==> src/rtl/netlist_eval_pkg.sv <==
`default_nettype none
// +--------------------------------------------------------------------------+
// | Module   : netlist_eval_pkg                                              |
// | Purpose  : Shared types and default widths for the netlist evaluation    |
// |            scheduler (FSM state encoding, netlist I/O widths).           |
// | Ports    : none (package)                                                |
// | Revision : 1.0  initial release                                          |
// +--------------------------------------------------------------------------+
package netlist_eval_pkg;

  localparam int DEF_IN_W  = 14;
  localparam int DEF_OUT_W = 8;

  // The ST_ prefix keeps the state literals from colliding with the SETTLE
  // parameter of the scheduler, which would otherwise shadow the literal.
  typedef enum logic [1:0] {
    ST_IDLE   = 2'd0,
    ST_SETTLE = 2'd1,
    ST_RESP   = 2'd2
  } state_e;

endpackage : netlist_eval_pkg
`default_nettype wire

==> src/rtl/netlist_eval_sched_rr_arb.sv <==
`default_nettype none
// +--------------------------------------------------------------------------+
// | Module   : rr_arb                                                        |
// | Purpose  : Combinational round-robin arbiter. The search starts at the   |
// |            pointer and wraps modulo NUM_REQ; the first active request    |
// |            found wins.                                                   |
// | Ports    : req_i        request vector                                   |
// |            ptr_i        search start index                               |
// |            en_i         arbitration enable (grant forced to zero if low) |
// |            grant_o      one-hot grant                                    |
// |            idx_o        binary index of the grant                        |
// |            any_grant_o  high when a grant is issued                      |
// | Revision : 1.0  initial release                                          |
// +--------------------------------------------------------------------------+
module rr_arb #(
  parameter int NUM_REQ = 4,
  parameter int ID_W    = $clog2(NUM_REQ)
) (
  input  logic [NUM_REQ-1:0] req_i,
  input  logic [ID_W-1:0]    ptr_i,
  input  logic               en_i,
  output logic [NUM_REQ-1:0] grant_o,
  output logic [ID_W-1:0]    idx_o,
  output logic               any_grant_o
);

  always_comb begin
    int          j;
    logic [ID_W-1:0] j_idx;
    grant_o     = '0;
    idx_o       = '0;
    any_grant_o = 1'b0;
    j           = 0;
    j_idx       = '0;
    for (int i = 0; i < NUM_REQ; i++) begin
      j     = (int'(ptr_i) + i) % NUM_REQ;
      j_idx = ID_W'(j);
      if (en_i && !any_grant_o && req_i[j_idx]) begin
        grant_o[j_idx] = 1'b1;
        idx_o          = j_idx;
        any_grant_o    = 1'b1;
      end
    end
  end

endmodule : rr_arb
`default_nettype wire

==> src/rtl/netlist_eval_sched.sv <==
`default_nettype none
// +--------------------------------------------------------------------------+
// | Module   : netlist_eval_sched                                            |
// | Purpose  : Time-shares one combinational netlist among NUM_REQ           |
// |            requesters. Arbitrates round-robin, drives the winning vector |
// |            onto the netlist, waits SETTLE cycles, captures the outputs   |
// |            and returns them tagged with the requester ID.                |
// | Ports    : clk, rst_n     clock, async active-low reset                  |
// |            req_valid_i    per-requester valid                            |
// |            req_ready_o    per-requester accept (one-hot or zero)         |
// |            req_vec_i      packed request vectors, i at [i*IN_W +: IN_W]  |
// |            dp_in_o        registered netlist input drive                 |
// |            dp_out_i       netlist outputs                                |
// |            rsp_valid_o / rsp_ready_i   response handshake                |
// |            rsp_id_o / rsp_data_o       response tag and captured data    |
// |            busy_o         high whenever not idle                         |
// | Revision : 1.0  initial release                                          |
// +--------------------------------------------------------------------------+
module netlist_eval_sched
  import netlist_eval_pkg::*;
#(
  parameter int NUM_REQ = 4,
  parameter int IN_W    = DEF_IN_W,
  parameter int OUT_W   = DEF_OUT_W,
  parameter int SETTLE  = 2,
  parameter int ID_W    = $clog2(NUM_REQ)
) (
  input  logic                    clk,
  input  logic                    rst_n,
  input  logic [NUM_REQ-1:0]      req_valid_i,
  output logic [NUM_REQ-1:0]      req_ready_o,
  input  logic [NUM_REQ*IN_W-1:0] req_vec_i,
  output logic [IN_W-1:0]         dp_in_o,
  input  logic [OUT_W-1:0]        dp_out_i,
  output logic                    rsp_valid_o,
  input  logic                    rsp_ready_i,
  output logic [ID_W-1:0]         rsp_id_o,
  output logic [OUT_W-1:0]        rsp_data_o,
  output logic                    busy_o
);

  if (SETTLE < 1) begin : g_settle_check
    $fatal(1, "netlist_eval_sched: SETTLE must be >= 1");
  end

  if (NUM_REQ < 2 || NUM_REQ > 16) begin : g_num_req_check
    $fatal(1, "netlist_eval_sched: NUM_REQ must be in 2..16");
  end

  // Counter only needs to hold SETTLE-1.
  localparam int CNT_W = (SETTLE > 1) ? $clog2(SETTLE) : 1;
  localparam logic [CNT_W-1:0] CNT_LOAD = CNT_W'(SETTLE - 1);

  state_e            state_q, state_d;
  logic [ID_W-1:0]   ptr_q, ptr_d;
  logic [IN_W-1:0]   dp_in_q, dp_in_d;
  logic [CNT_W-1:0]  cnt_q, cnt_d;
  logic [ID_W-1:0]   id_q, id_d;
  logic              rsp_valid_q, rsp_valid_d;
  logic [ID_W-1:0]   rsp_id_q, rsp_id_d;
  logic [OUT_W-1:0]  rsp_data_q, rsp_data_d;

  logic              arb_en;
  logic [NUM_REQ-1:0] grant;
  logic [ID_W-1:0]   grant_idx;
  logic              any_grant;
  logic [ID_W-1:0]   ptr_next;

  // Gating with rst_n keeps req_ready low while reset is held, even though
  // the state register already reads IDLE.
  assign arb_en = (state_q == ST_IDLE) && rst_n;

  rr_arb #(
    .NUM_REQ (NUM_REQ),
    .ID_W    (ID_W)
  ) u_rr_arb (
    .req_i       (req_valid_i),
    .ptr_i       (ptr_q),
    .en_i        (arb_en),
    .grant_o     (grant),
    .idx_o       (grant_idx),
    .any_grant_o (any_grant)
  );

  assign ptr_next = (grant_idx == ID_W'(NUM_REQ - 1)) ? '0 : grant_idx + ID_W'(1);

  always_comb begin
    state_d     = state_q;
    ptr_d       = ptr_q;
    dp_in_d     = dp_in_q;
    cnt_d       = cnt_q;
    id_d        = id_q;
    rsp_valid_d = rsp_valid_q;
    rsp_id_d    = rsp_id_q;
    rsp_data_d  = rsp_data_q;
    case (state_q)
      ST_IDLE: begin
        if (any_grant) begin
          dp_in_d = req_vec_i[int'(grant_idx)*IN_W +: IN_W];
          id_d    = grant_idx;
          cnt_d   = CNT_LOAD;
          ptr_d   = ptr_next;
          state_d = ST_SETTLE;
        end
      end
      ST_SETTLE: begin
        if (cnt_q != '0) begin
          cnt_d = cnt_q - CNT_W'(1);
        end else begin
          rsp_data_d  = dp_out_i;
          rsp_id_d    = id_q;
          rsp_valid_d = 1'b1;
          state_d     = ST_RESP;
        end
      end
      ST_RESP: begin
        if (rsp_valid_q && rsp_ready_i) begin
          rsp_valid_d = 1'b0;
          state_d     = ST_IDLE;
        end
      end
      default: state_d = ST_IDLE;
    endcase
  end

  always_ff @(posedge clk or negedge rst_n) begin
    if (!rst_n) begin
      state_q     <= ST_IDLE;
      ptr_q       <= '0;
      dp_in_q     <= '0;
      cnt_q       <= '0;
      id_q        <= '0;
      rsp_valid_q <= 1'b0;
      rsp_id_q    <= '0;
      rsp_data_q  <= '0;
    end else begin
      state_q     <= state_d;
      ptr_q       <= ptr_d;
      dp_in_q     <= dp_in_d;
      cnt_q       <= cnt_d;
      id_q        <= id_d;
      rsp_valid_q <= rsp_valid_d;
      rsp_id_q    <= rsp_id_d;
      rsp_data_q  <= rsp_data_d;
    end
  end

  assign req_ready_o = grant;
  assign dp_in_o     = dp_in_q;
  assign rsp_valid_o = rsp_valid_q;
  assign rsp_id_o    = rsp_id_q;
  assign rsp_data_o  = rsp_data_q;
  assign busy_o      = (state_q != ST_IDLE);

endmodule : netlist_eval_sched
`default_nettype wire

==> config.mk <==
export PLATFORM = sky130hd
export DESIGN_NAME = netlist_eval_sched
export DESIGN_NICKNAME = d
export VERILOG_FILES = /design/src/rtl/netlist_eval_pkg.sv /design/src/rtl/netlist_eval_sched_rr_arb.sv /design/src/rtl/netlist_eval_sched.sv
export SDC_FILE = /design/constraint.sdc
export NUM_CORES = 1
export LEC_CHECK = 0
export ABC_AREA = 1
export ABC_CLOCK_PERIOD_IN_PS = 2400
export CORE_AREA = 10 10 83 85
export DETAILED_ROUTE_END_ITERATION = 10
export DIE_AREA = 0 0 93 95
export GPL_ROUTABILITY_DRIVEN = 0
export PLACE_DENSITY = 0.79
export SKIP_LAST_GASP = 1
export SLEW_MARGIN = 20
export SYNTH_ARGS = -nofsm -noshare
export SYNTH_HDL_FRONTEND = slang
export SYNTH_SLANG_ARGS = --single-unit
==> constraint.sdc <==
create_clock -name clk -period 2.4 [get_ports clk]
set_clock_uncertainty 0.05 [all_clocks]
set_input_delay 0.24 -clock clk [delete_from_list [all_inputs] [get_ports clk]]
set_output_delay 0.24 -clock clk [all_outputs]
set_load 0.05 [all_outputs]
==> Word level (Yosys, flattened, before mapping) <==
Index checks and enable logic that the tools add are counted.
{ "word_totals": {"reg_bits": 32, "elab_cells": 97, "in_bits": 71} }
{ "op_classes": {"n_mul": 1, "muxes": 39, "n_bitwise": 4, "shift": 1, "eq_ne": 6, "magnitude_cmp": 8, "reduce_logical": 25, "n_addsub": 5} }
{ "op_table": {"columns": ["operator", "n"], "rows": [
  ["indexed part select 56 x 7 -> 14 bit", 1],
  ["2-to-1 mux 1 bit", 16],
  ["2-to-1 mux 2 bit", 8],
  ["2-to-1 mux 4 bit", 4],
  ["logical AND 1 bit", 13],
  ["< comparator 2 x 3 -> 1 bit, second input constant", 4],
  ["bitwise OR 4 bit", 3],
  ["binary-select mux 1 bit (select 2 bit)", 4],
  ["demux 1 bit (select 2 bit)", 4],
  [">= comparator 2 x 1 -> 1 bit, second input constant", 4],
  ["inequality test 2 bit, second input constant", 3],
  ["case mux 2 bit (3 select lines)", 1],
  ["AND reduction 2 bit", 3],
  ["AND reduction 3 bit", 2],
  ["nonzero test 2 bit", 3],
  ["multiplier 2 x 3 -> 5 bit, second input constant", 1],
  ["adder 2 x 1 -> 2 bit, second input constant", 2],
  ["adder 2 bit, second input constant", 2],
  ["equality test 2 bit, second input constant", 2],
  ["case mux 1 bit (2 select lines)", 2],
  ["zero test 1 bit", 3],
  ["equality test 2 x 1 -> 1 bit, second input constant", 1],
  ["zero test 2 bit", 1],
  ["inverter 1 bit", 1],
  ["subtractor 1 bit, second input constant", 1]
]} }

==> Longest topological paths before layout <==
{ "logic_depth": {"ltp_word": 18, "ltp_mapped": 15, "mapped_depth_nobuf": 14} }

==> Cells and area by module <==
A second synthesis with hierarchy kept.
{ "hier_totals": {"cells_unflattened": 395, "area_unflattened_um2": 2483.6} }
{ "modules_own_cells": {"columns": ["module", "seq_area_each_um2", "n_inst", "cells_each", "area_each_um2"], "rows": [
  ["netlist_eval_sched", 800.8, 1, 303, 1940.6],
  ["rr_arb", 0.0, 1, 92, 543.0]
]} }

==> Worst setup path before layout <==
OpenSTA, ideal clock, no wires.
{ "synth_path": {"kind": "register -> output", "from": "register ptr_q[1]", "to": "output req_ready_o[0]", "slack_ps": -405, "stages_incl_launch_ff": 8, "required_ps": 2110, "t_arrival_ps": 2515, "cell_sequence": "dfrtp_1 -> inv_1 -> ha_1 -> inv_1 -> o21ai_0 -> nor2_1 -> nand3_2 -> o21ai_0"} }
{ "synth_between": {"elab_chain_len": 16} }
{ "synth_rtl": {"columns": ["element", "line_no", "source"], "rows": [
  ["from (decl)", "netlist_eval_sched.sv:55", "logic [ID_W-1:0] ptr_q, ptr_d;"],
  ["from (signal assigned)", "netlist_eval_sched.sv:138", "ptr_q <= ptr_d;"],
  ["parallel branches: the longest is 15 deep, another holds < comparator 2 x 3 -> 1 bit", null, null],
  ["2-to-1 mux 4 bit *", "netlist_eval_sched_rr_arb.sv:38", "if (en_i && !any_grant_o && req_i[j_idx]) begin"],
  ["to (decl)", "netlist_eval_sched.sv:31", "output logic [NUM_REQ-1:0] req_ready_o,"]
]} }
Mark *: on every way between the ends. The select of a mux whose other input is x is not followed.

==> Final worst setup path <==
Same ends and word-level chain as after synthesis.

==> flow_summary_export.csv <==
group,metric,value,unit
detailed_routing,drtPass1Iterations,4,
floorplan,die_y,95,um
timing,rsz0062_at_grt,"false",
detailed_routing,routed_via_density,5.13,
place,port_buffers,100,
critical_path,crit_path_top_delay_cell,"dfrtp_1",
floorplan,io_pins,101,
critical_path,rr_startpoint,"ptr_q[1]$_DFFE_PN0P_",
synthesis,synth_seq_cells,32,
layout,nets,470,
synthesis,synth_fp_nets,363,
floorplan,rows,27,
timing,tns,0,ns
clock_tree,clkSinkCount,32,
clock_tree,h-tree-depth,2,
place,dp_hpwl,5810,um
floorplan,start_util,40.4,%
detailed_routing,antenna_left,0,
power,total_power,5.56,mW
layout,layout_commonest_cell,"clkdlybuf4s50_1",
clock_tree,hold_buffers,0,
clock_tree,clock_latency,0.29,ns
synthesis,syn_area_per_cell,7.48,um^2
synthesis,synthArstFlopShare,100,%
floorplan,dieArea,8840,um^2
layout,layout_common_cells,"clkdlybuf4s50_1 (96), nand2_1 (91), nand3_1 (77)",
global_route,grt_pass1_wl,11500,um
timing,finalHoldWorstSlack,0.365,ns
clock_tree,numCtsBuffers,5,
critical_path,crit_path_frequent_cell,"nand2_1",
synthesis,synth_area,2150,um^2
layout,instances_no_fill,468,
power,ir_worst_vdd,725,uV
timing,worst_slew_pin_slew,0.539,ns
critical_path,cp-start-kind,"flop",
clock_tree,cts_tree,"yes",
global_route,grt_pass1_vias,2447,
synthesis,synth-seq-area-share,37.2,%
synthesis,ys.flop_type,"dfrtp_1",
power,power_leakage,1.59,nW
critical_path,r2r_setup_slack,0.21,ns
detailed_routing,drt-total-wl,7420,um
critical_path,cp.required,2.11,ns
critical_path,regToRegEndpoint,"dp_in_o[0]$_DFFE_PN0P_",
clock_tree,clockBufferDepth,2,
critical_path,cp_cell_sequence,"inv_1 > ha_2 > inv_2 > nand2_1 > nand2_1 > nand3_2 > o22ai_1 > a21oi_1 > o21ai_2 > buf_12",
global_route,overflow,0,
layout,multi_input_area,1210,um^2
run_status,outcome,"finished, final reports clean",
global_route,track_usage,15.9,%
layout,antenna_cells,0,
synthesis,synth_edf_count,0,
critical_path,cp_top_family,"flip-flops",
critical_path,cp-end-kind,"output port",
detailed_routing,vias,2403,
timing,setup_viol,0,
detailed_routing,drc,0,
critical_path,cp_max_fo,6,
timing,clock.fmax,440,MHz
place,dp_cells,460,
critical_path,crit_buf_inv,3,
floorplan,die_w,93,um
timing,period_share,94.7,%
layout,layout-drive-gt1-share,15.9,%
timing,hold_viol,0,
critical_path,slowest_delay,0.37,ns
clock_tree,cts-root-buf,"clkbuf_8",
clock_tree,path_clk_slew,0.07,ns
layout,syn_to_final_growth,59.6,%
detailed_routing,wl_per_cell,15.9,um
timing,slew_viol_final,0,
layout,seq_area,801,um^2
critical_path,rr_worst_depth,14,
global_route,antenna_found_initial,0,
detailed_routing,drt_iter0_markers,119,
synthesis,netlist_instances,288,
timing,relSlewSlack,63.9,%
critical_path,path_class,"reg2out",
global_route,grt_max_degree,33,
hold_path,hold_class,"in2async",
timing,post-route-min-period,2.27,ns
place,dpl_cell_area,3290,um^2
power,power.density,1620,nW/um^2
floorplan,core,5340,um^2
critical_path,crit_start,"ptr_q[1]$_DFFE_PN0P_",
run,drv_cap,0,
layout,final_cell_area,3440,um^2
synthesis,yosysWarnings,0,
synthesis,synth.distinct_cells,25,
layout,fillCellCount,472,
critical_path,crit_arrival,1.98,ns
## worst reg2reg max path: stages, from the launching register on
cell	delay [ns]
dfrtp_1	0.37
inv_1	0.08
ha_2	0.31
inv_2	0.09
nand2_1	0.06
nand2_1	0.10
nand3_2	0.18
nand3_4	0.19
nand2_2	0.09
nand2_2	0.10
buf_4	0.19
nand2_1	0.07
nand3_1	0.08
nand3_1	0.08
nand2_1	0.10
## report_power, final
group	switching (mW)	total, mW	internal [mW]
Sequential	0.137	0.965	0.828
Clock	0.212	0.519	0.307
Combinational	2.61	4.07	1.46
Total	2.96	5.56	2.59
## final cells by class
type                            instances  area share (%)
Tap cell                               72            2.62
Clock inverter                          3            1.24
Sequential cell                        32            23.3
Timing Repair Buffer                  115            33.9
Inverter                               17            1.89
Multi-Input combinational cell        224            35.1
Clock buffer                            5            2.00
## flip-flops by register name (all words and copies together), names as in the netlist
register	count
cnt_q	1
dp_in_o	14
state_q	2
rsp_id_o	2
rsp_data_o	8
id_q	2
rsp_valid_o	1
ptr_q	2
## worst max-delay path by stage
stage / end / depth (start not counted)
after floorplan: req_ready_o[0] / 7
after global placement: dp_in_o[11]$_DFFE_PN0P_ / 13
after detailed placement: dp_in_o[11]$_DFFE_PN0P_ / 13
after CTS: req_ready_o[1] / 8
after global routing: req_ready_o[3] / 9
final: req_ready_o[0] / 10
## stage by stage
stage / util (%) / worst slack, ns
2_1_floorplan: - / -0.0394
3_3_place_gp: 61.7 / 0.169
3_5_place_dp: 61.7 / 0.0772
4_1_cts: 63.8 / -0.0329
5_1_grt: 64.4 / 0.00557
6_report: 64.4 / 0.128
## logic make-up (layout without fill, tap and decap cells)
family                     count (synthesis)  after routing  synth area share, %
and+or+nand+nor                          193            193                 42.3
DFF                                       32             32                 37.2
buffers and inverters                     32            140                 8.71
AOI/OAI and AO/OA                         17             17                 4.30
muxes                                     10             10                 5.23
adders and majority gates                  4              4                 2.32
## repair_timing
action                                  in CTS  in global routing
gates resized for setup                      0                 10
pin swaps                                    0                  3
endpoints found under the setup margin       4                 16
setup buffers                                0                  0
## metal layers
metal / part of all wire, % / global-route usage (%)
met3: 7.3 / 6.11
met2: 51 / 27.7
met4: 1.4 / 4.63
met1: 40 / 17.8
met5: 0 / 0
## cells in the mapped netlist (3+ instances only)
| cell | count | share of area [%] |
|---|---|---|
| nand2_1 | 91 | 16 |
| nand3_1 | 77 | 18 |
| dfrtp_1 | 32 | 37 |
| inv_1 | 14 | 2.4 |
| mux2_2 | 10 | 5.2 |
| buf_4 | 7 | 2.4 |
| nand2_2 | 7 | 2.0 |
| o21ai_0 | 7 | 1.6 |
| nor2_1 | 6 | 1.0 |
| buf_6 | 5 | 2.6 |
| nand3_2 | 5 | 2.3 |
| a21oi_1 | 4 | 0.93 |
| ha_1 | 4 | 2.3 |
| o22ai_1 | 4 | 1.2 |
| nand4_1 | 3 | 0.87 |
No activity file was read; power rests on OpenSTA's default activity.
